$ cat src/rtl/servo_output_limiter.sv
// Output conditioning between the IIR servo filter and the DAC: rail clamp, per-tick
// slew limit and railing flags. Define LIMITER_STICKY_RAIL_EN to latch the rail flags.
module servo_output_limiter #(
  parameter int SIGNAL_SIZE = 16,
  parameter int TICK_DIV    = 26,
  parameter int RAIL_HOLD   = 8
) (
  input  logic                          clk_in,
  input  logic                          rst_in,
  input  logic                          on_in,
  input  logic signed [SIGNAL_SIZE-1:0] signal_in,
  input  logic signed [SIGNAL_SIZE-1:0] max_in,
  input  logic signed [SIGNAL_SIZE-1:0] min_in,
  input  logic        [SIGNAL_SIZE-1:0] slew_in,
  input  logic                          clear_rail_in,
  output logic signed [SIGNAL_SIZE-1:0] signal_out,
  output logic                          rail_hi_out,
  output logic                          rail_lo_out,
  output logic                          bound_err_out
);

  localparam int               CNT_W     = (TICK_DIV > 1) ? $clog2(TICK_DIV) : 1;
  localparam logic [CNT_W-1:0] TICK_LAST = CNT_W'(TICK_DIV - 1);
  localparam logic [7:0]       HOLD      = 8'(RAIL_HOLD);

  typedef enum logic {
    ST_BYPASS,
    ST_ACTIVE
  } state_e;

  state_e                          state_q, state_d;
  logic [CNT_W-1:0]                tick_cnt_q, tick_cnt_d, tick_cnt_cur;
  logic signed [SIGNAL_SIZE-1:0]   out_q, out_d;
  logic [7:0]                      hi_cnt_q, hi_cnt_d, lo_cnt_q, lo_cnt_d;
  logic                            rail_hi_q, rail_hi_d, rail_lo_q, rail_lo_d;
  logic                            bound_err_q, bound_err_d;

  logic                            tick, bounds_bad, at_hi, at_lo;
  logic signed [SIGNAL_SIZE-1:0]   target, out_slewed;
  logic signed [SIGNAL_SIZE:0]     diff, slew_ext, step;

  function automatic logic [7:0] sat_inc(input logic [7:0] cnt);
    return (cnt == HOLD) ? cnt : cnt + 8'd1;
  endfunction

  // Clamp and slew arithmetic, one bit wider than the signal so the difference never wraps.
  always_comb begin : datapath
    bounds_bad = (min_in > max_in);
    if (signal_in > max_in)      target = max_in;
    else if (signal_in < min_in) target = min_in;
    else                         target = signal_in;

    diff     = {target[SIGNAL_SIZE-1], target} - {out_q[SIGNAL_SIZE-1], out_q};
    slew_ext = {1'b0, slew_in};
    if (diff > slew_ext)       step = slew_ext;
    else if (diff < -slew_ext) step = -slew_ext;
    else                       step = diff;
    // The step never crosses the target, so the narrow sum is exact.
    out_slewed = out_q + step[SIGNAL_SIZE-1:0];

    at_hi = (signal_in >= max_in) || (min_in == max_in);
    at_lo = (signal_in <= min_in) || (min_in == max_in);
  end

  always_comb begin : control
    // NOTE: every variable gets a default first so no path leaves one unassigned (no latches).
    state_d     = on_in ? ST_ACTIVE : ST_BYPASS;
    tick_cnt_d  = tick_cnt_q;
    out_d       = out_q;
    hi_cnt_d    = hi_cnt_q;
    lo_cnt_d    = lo_cnt_q;
    rail_hi_d   = rail_hi_q;
    rail_lo_d   = rail_lo_q;
    bound_err_d = bound_err_q;

    // Entering ACTIVE always starts the tick count from zero.
    tick_cnt_cur = (state_q == ST_ACTIVE) ? tick_cnt_q : '0;
    tick         = on_in && (tick_cnt_cur == TICK_LAST);

    if (!on_in) begin
      out_d       = signal_in;
      tick_cnt_d  = '0;
      hi_cnt_d    = '0;
      lo_cnt_d    = '0;
      rail_hi_d   = 1'b0;
      rail_lo_d   = 1'b0;
      bound_err_d = 1'b0;
    end else begin
      tick_cnt_d = tick ? '0 : tick_cnt_cur + 1'b1;

      if (tick) begin
        if (bounds_bad) begin
          bound_err_d = 1'b1;
        end else begin
          bound_err_d = 1'b0;
          out_d       = (slew_in == '0) ? target : out_slewed;
          hi_cnt_d    = at_hi ? sat_inc(hi_cnt_q) : 8'd0;
          lo_cnt_d    = at_lo ? sat_inc(lo_cnt_q) : 8'd0;
        end
      end

      if (clear_rail_in) begin
        hi_cnt_d = '0;
        lo_cnt_d = '0;
      end

`ifdef LIMITER_STICKY_RAIL_EN
      rail_hi_d = !clear_rail_in && (rail_hi_q || (hi_cnt_d == HOLD));
      rail_lo_d = !clear_rail_in && (rail_lo_q || (lo_cnt_d == HOLD));
`else
      rail_hi_d = (hi_cnt_d == HOLD);
      rail_lo_d = (lo_cnt_d == HOLD);
`endif
    end
  end

  always_ff @(posedge clk_in) begin
    // NOTE: sequential state uses non-blocking assignments so every register samples pre-edge values.
    if (rst_in) begin
      state_q     <= ST_BYPASS;
      tick_cnt_q  <= '0;
      out_q       <= '0;
      hi_cnt_q    <= '0;
      lo_cnt_q    <= '0;
      rail_hi_q   <= 1'b0;
      rail_lo_q   <= 1'b0;
      bound_err_q <= 1'b0;
    end else begin
      state_q     <= state_d;
      tick_cnt_q  <= tick_cnt_d;
      out_q       <= out_d;
      hi_cnt_q    <= hi_cnt_d;
      lo_cnt_q    <= lo_cnt_d;
      rail_hi_q   <= rail_hi_d;
      rail_lo_q   <= rail_lo_d;
      bound_err_q <= bound_err_d;
    end
  end

  assign signal_out    = out_q;
  assign rail_hi_out   = rail_hi_q;
  assign rail_lo_out   = rail_lo_q;
  assign bound_err_out = bound_err_q;

endmodule

$ cat config.mk
export PLATFORM = sky130hd
export DESIGN_NAME = servo_output_limiter
export DESIGN_NICKNAME = d
export VERILOG_FILES = /design/src/rtl/servo_output_limiter.sv
export SDC_FILE = /design/constraint.sdc
export NUM_CORES = 1
export LEC_CHECK = 0
export ABC_AREA = 0
export CAP_MARGIN = 10
export CORE_MARGIN = 1.5
export CORE_UTILIZATION = 40
export CTS_BUF_LIST = sky130_fd_sc_hd__clkbuf_4
export CTS_CLUSTER_DIAMETER = 30
export CTS_CLUSTER_SIZE = 10
export DETAILED_ROUTE_END_ITERATION = 12
export PLACE_DENSITY_LB_ADDON = 0.05
export SLEW_MARGIN = 15
export SYNTH_ARGS = -nofsm -noshare
export SYNTH_HDL_FRONTEND = slang
export SYNTH_SLANG_ARGS = --single-unit
$ cat constraint.sdc
create_clock -name clk_in -period 18.43 [get_ports clk_in]
set_input_delay 3.686 -clock clk_in [delete_from_list [all_inputs] [get_ports clk_in]]
set_output_delay 3.686 -clock clk_in [all_outputs]
set_load 0.05 [all_outputs]
Yosys cells after proc, flatten, opt, wreduce, memory -nomap -nowiden
Index checks and enable logic that the tools add are counted.
Cells by class
  $add $sub $neg: 6
  order comparisons: 7
  eq/ne operators: 8
  muxes and demuxes: 23
  bitwise operators: 1
  reduce and logical (&&, ||, !) cells: 7
Operators by type and width (count)
  $mux W16: 8
  $mux W8: 12
  $eq A8 B4 Y1 const B: 4
  $gt A16 B16 Y1: 2
  $gt A17 B17 Y1: 1
  $lt A17 B17 Y1: 1
  $neg A16 Y17: 1
  $sub A16 B16 Y17: 1
  $add A16 B16 Y16: 1
  $add A8 B1 Y8 const B: 2
  $eq A16 B16 Y1: 1
  $ge A16 B16 Y1: 1
  $le A16 B16 Y1: 1
  $logic_not A16 Y1: 1
  $lt A16 B16 Y1: 1
  $add A5 B1 Y5 const B: 1
  $eq A5 B5 Y1 const B: 1
  $mux W5: 1
  $reduce_or A3 Y1: 1
  $logic_or A1 B1 Y1: 2
  $mux W1: 2
  $ne A2 B1 Y1 const B: 1
  $ne A2 B2 Y1 const B: 1
  $reduce_and A2 Y1: 1
  3 further kinds: 3
Storage, ports and cells
  register bits: 41
  bits of input ports: 68
  output and inout bits: 19
  logic and storage cells: 60

Logic depth before layout (Yosys ltp)
  depth after elaboration: 12
  gate-level depth with buffers: 43
  mapped depth without buffers: 39

Worst setup path before layout
No wires, ideal clock.
  path type: input -> register
  start point: input min_in[13]
  end point: register out_q[15] (netlist: signal_out[15])
  library setup time: 0.134 ns
  data arrival time: 11.411 ns
  required time: 18.296 ns
  path slack: 6.885 ns
  stages on the path: 41
  buffers on the path: 4
  path through: inv_1 > ha_1 > nand4_1 > or3_1 > a211o_1 > a31oi_1 > buf_2 > buf_1 > nor2_1 > a21oi_1 > o21ai_0 > ha_1 > o21a_1 > o31a_1 > o41a_1 > nor2_1 > xnor2_1 > ha_1 > [5 not listed] > o2111ai_2 > nand2_2 > and2_4 > buf_6 > buf_2 > o21ai_0 > a21oi_1 > ha_1 > a211oi_1 > nor2_1 > o211ai_1 > o211ai_1 > a31o_2 > a21oi_1 > xnor2_1 > xnor2_1 > a22o_1 > or4_1
Between the ends
  cells in the longest elaborated chain, start to end: 12
  elaborated cells between the ends (all ways): 16
  those cells by class: 2 x add/sub; 4 x order compare; 1 x eq/ne; 8 x mux; 1 x reduce/logical
Ends and longest elaborated chain
  start, declared: line 13  | input logic signed [SIGNAL_SIZE-1:0] min_in,
  $lt A16 B16 Y1: line 50  | else if (signal_in < min_in) target = min_in;
  $mux W16: line 50
  $mux W16: line 49  | if (signal_in > max_in) target = max_in;
  $sub A16 B16 Y17: line 53  | diff = {target[SIGNAL_SIZE-1], target} - {out_q[SIGNAL_SIZE-1], out_q};
  $lt A17 B17 Y1: line 56  | else if (diff < -slew_ext) step = -slew_ext;
  $mux W16: line 56
  $mux W16: line 55  | if (diff > slew_ext) step = slew_ext;
  $add A16 B16 Y16: line 59  | out_slewed = out_q + step[SIGNAL_SIZE-1:0];
  $mux W16: line 96  | out_d = (slew_in == '0) ? target : out_slewed;
  $mux W16: line 92  | if (bounds_bad) begin
  $mux W16: line 91  | if (tick) begin
  $mux W16: line 80  | if (!on_in) begin
  end signal, assigned: line 131  | out_q <= out_d;
  end, declared: line 33  | logic signed [SIGNAL_SIZE-1:0] out_q, out_d;
Parallel ways exist; a longest one is shown, timed or not. The select of a mux whose other input is x is not followed.
A chain may end at the register's enable or synchronous reset.

Final worst setup path
  start point: input max_in[13]
  end point: register out_q[15] (netlist: signal_out[15])
Between the ends
  cells in the longest elaborated chain, start to end: 11
  elaborated cells between the ends (all ways): 15
  those cells by class: 2 x add/sub; 4 x order compare; 1 x eq/ne; 7 x mux; 1 x reduce/logical
Ends and longest elaborated chain
  start, declared: line 12  | input logic signed [SIGNAL_SIZE-1:0] max_in,
  $gt A16 B16 Y1: line 49
  $mux W16: line 49
  $sub A16 B16 Y17: line 53
  $lt A17 B17 Y1: line 56
  $mux W16: line 56
  $mux W16: line 55
  $add A16 B16 Y16: line 59
  $mux W16: line 96
  $mux W16: line 92
  $mux W16: line 91
  $mux W16: line 80
Parallel ways exist; a longest one is shown, timed or not. The select of a mux whose other input is x is not followed.

==> results.cfg <==
[run_status]
status = finished clean

[detailed_routing]
via_per_inst = 5.57
ant_nets = 0
vias = 6770
drt_first_pass_iters = 5
avgRoutedWirePerCell_microns = 16.4
drcViolationCount = 0
drt_wl_total_mm = 19.9
drt-initial-drc-count = 418

[global_routing]
grt_pass1_wl_mm = 32.6
grt_max_degree = 33
grtUsageTotal_pct = 22.9
overflow = 0
antenna_found_initial = 1
grt_pass1_vias = 6447

[power_and_ir_drop]
leakage_nw = 3.46
power_density_nw_per_um2 = 91.0
peakVddDrop_uv = 41.9

[worst_setup_path]
end_kind = flip-flop
path_class = in -> reg
crit_fanout = 32
required_ns = 18.70
worstSetupStartpointType = primary input
critPathBufInv = 5
path_delay_family = compound AO/OA/AOI/OAI gates
arrival_ns = 13.23
cp_common_cell = ha_1
worst_path_max_delay_cell = nand3_1
cp_slowest_stage_delay_ns = 0.60

[finish]
regArea_sq_um = 821
nFillCells = 1665
drive_gt1_share_pct = 3.92
nNetsFinal = 1183
synthToLayoutAreaGrowth_pct = 17.2
multi_input_area_sq_um = 5390

[place]
hpwl_mm = 16.6
io_buffers = 86
gp_congestion = 0.912
pre_cts_ws_ns = 5.16

[sta]
hold_violations = 0
fin_crit_sh_pct = 70.3
period_minus_slack_ns = 12.96
slew_headroom_pct = 28.6
final-max-slew-violation-count = 0
rsz0062_at_grt = no
worst_pin_slew_ns = 1.06
finalClockSkew_ns = 0.00320
fin_ws_ns = 5.47
setup_tns_ns = 0
fmax_mhz = 77.2
finalSetupViolCount = 0

[clocking]
cts_resized = 0
htreeDepth = 2
clk_pin_slew_worst_paths_ns = 0.13
cts_made_buffers = 5
holdBufCountCts = 0
cts-root-buf = clkbuf_4
cts.sinks = 41
cts.path.max_buffers = 2
clock_insertion_delay_worst_skew_ns = 0.38
tritoncts = done
post_cts_buffers = 0

[die]
io_pins = 87
die-area_sq_um = 17400
rows = 47
die_y_microns = 132
coreArea_sq_um = 16400
start_util_pct = 40.6
fp.dieW_microns = 132

[synthesis]
ys_seq_area_share_pct = 12.3
synth_async_sr_flop_share_pct = 0
yosysUniqueCellTypes = 80
synthDominantCellAreaShare_pct = 22.5
synthFlopType = dfxtp_1
synth_edf_count = 0
synth.net_count = 1115
yosysTopAreaCell = ha_1
ys_warn_count = 0
syn_area_sq_um = 6660
synthCells = 925
netlist_top_cells_area = ha_1 (23%), dfxtp_1 (12%), a21oi_1 (6.3%), nor2_1 (5.2%), inv_1 (5.0%)
synth-seq-cells = 41
syn_avg_cell_area_sq_um = 7.20

[run]
drv_cap = 0

[hold_path]
hold_path.class = reg -> reg
==> through the flow <==
step / hold WS (ns) / instances / instance area [sq um] / util, % / power, mW
finish: 0.539 / 1215 / 7810 / 47.6 / 0.710
global route: 0.580 / 1215 / 7810 / 47.6 / 0.782
CTS: 0.533 / 1214 / 7810 / 47.6 / 0.710
detailed placement: 0.499 / 1206 / 7720 / 47.1 / 0.641
global placement: 0.494 / 1206 / 7720 / 47.1 / 0.642
floorplan: 0.472 / 925 / 6660 / - / 0.508
==> cell families after synthesis <==
kind of cell | synth area share (%)
buffers and inverters | 6.97
and+or+nand+nor | 24.1
adders and majority gates | 23.1
muxes | 3.19
AOI/OAI and AO/OA | 24.0
DFF | 12.3
xor gates and xnor gates | 6.31
==> layout make-up <==
| type | instances | share of cell area (%) |
|---|---|---|
| antenna | 1 | 0.0320 |
| clock buffer | 5 | 0.481 |
| inverter | 91 | 4.37 |
| multi-input combinational | 763 | 69.0 |
| tap | 220 | 3.52 |
| clock inverter | 3 | 0.593 |
| timing repair buffer | 91 | 11.5 |
| sequential | 41 | 10.5 |
==> sequential cells by signal (all words and copies together) (netlist names) <==
register / cells
signal_out: 16
hi_cnt_q: 8
lo_cnt_q: 8
tick_cnt_q: 5
bound_err_out: 1
rail_hi_out: 1
rail_lo_out: 1
state_q: 1
==> path summary, 6_finish.rpt <==
check                                                start                          end  slack (ns)  cells after the start
worst max-delay path                            max_in[13]  signal_out[15]$_SDFFE_PP0P_        5.47                     41
worst min-delay path              tick_cnt_q[4]$_SDFF_PP0_     tick_cnt_q[4]$_SDFF_PP0_        0.54                      2
worst max register to register  signal_out[1]$_SDFFE_PP0P_  signal_out[15]$_SDFFE_PP0P_       10.98                     30
worst min register to register    tick_cnt_q[4]$_SDFF_PP0_     tick_cnt_q[4]$_SDFF_PP0_        0.54                      2
==> tightest hold or removal path: cells and delay by family (launching register included) <==
kind / cells / cell delay [ns]
XOR/XNOR: 1 / 0.07
flip-flops: 1 / 0.37
AND/OR/NAND/NOR: 1 / 0.07
==> report_power, final <==
| part | internal, mW | leakage (nW) | switching, mW | total [mW] |
|---|---|---|---|---|
| Combinational | 0.228 | 3.09 | 0.325 | 0.553 |
| Clock | 0.0287 | 0.0414 | 0.0345 | 0.0632 |
| Sequential | 0.0910 | 0.334 | 0.00347 | 0.0945 |
==> cells in the mapped netlist (all sizes together) (6+ instances only) <==
cell type	count
a211o	6
a211oi	10
a21o	18
a21oi	85
a22oi	8
a31oi	8
and3	13
clkbuf	25
dfxtp	41
ha	120
inv	91
mux2i	19
nand2	75
nand2b	7
nand3	31
nand4	12
nor2	93
nor2b	13
nor3	21
nor4	9
o211ai	10
o21a	8
o21ai	63
o22ai	12
or3	7
xnor2	33
xor2	15
==> per-layer routing <==
layer / wire length [microns] / up-vias / GRT usage, %
met5: 0 / - / 0
met4: 263 / 0 / 4.75
met2: 8860 / 142 / 37.3
li1: - / 3469 / -
met3: 776 / 14 / 2.04
met1: 10000 / 3145 / 33.0
==> cell usage in the layout (no fill, tap or decap), types with 5 or more instances in the layout <==
master | netlist | routed
a211o_1 | 6 | 6
a211oi_1 | 10 | 10
a21o_1 | 18 | 18
a21oi_1 | 84 | 84
a22oi_1 | 8 | 8
a31oi_1 | 8 | 7
and3_1 | 13 | 13
buf_4 | 0 | 5
clkbuf_4 | 0 | 5
clkdlybuf4s50_1 | 0 | 86
dfxtp_1 | 41 | 41
ha_1 | 120 | 120
inv_1 | 89 | 89
mux2i_1 | 19 | 19
nand2_1 | 73 | 73
nand2b_1 | 7 | 7
nand3_1 | 30 | 30
nand4_1 | 12 | 12
nor2_1 | 93 | 93
nor2b_1 | 13 | 12
nor3_1 | 18 | 18
nor4_1 | 8 | 8
o211ai_1 | 10 | 10
o21a_1 | 8 | 8
o21ai_0 | 60 | 60
o22ai_1 | 12 | 12
or3_1 | 7 | 7
xnor2_1 | 33 | 33
xor2_1 | 15 | 15
Power figures use the tool's default switching activity.
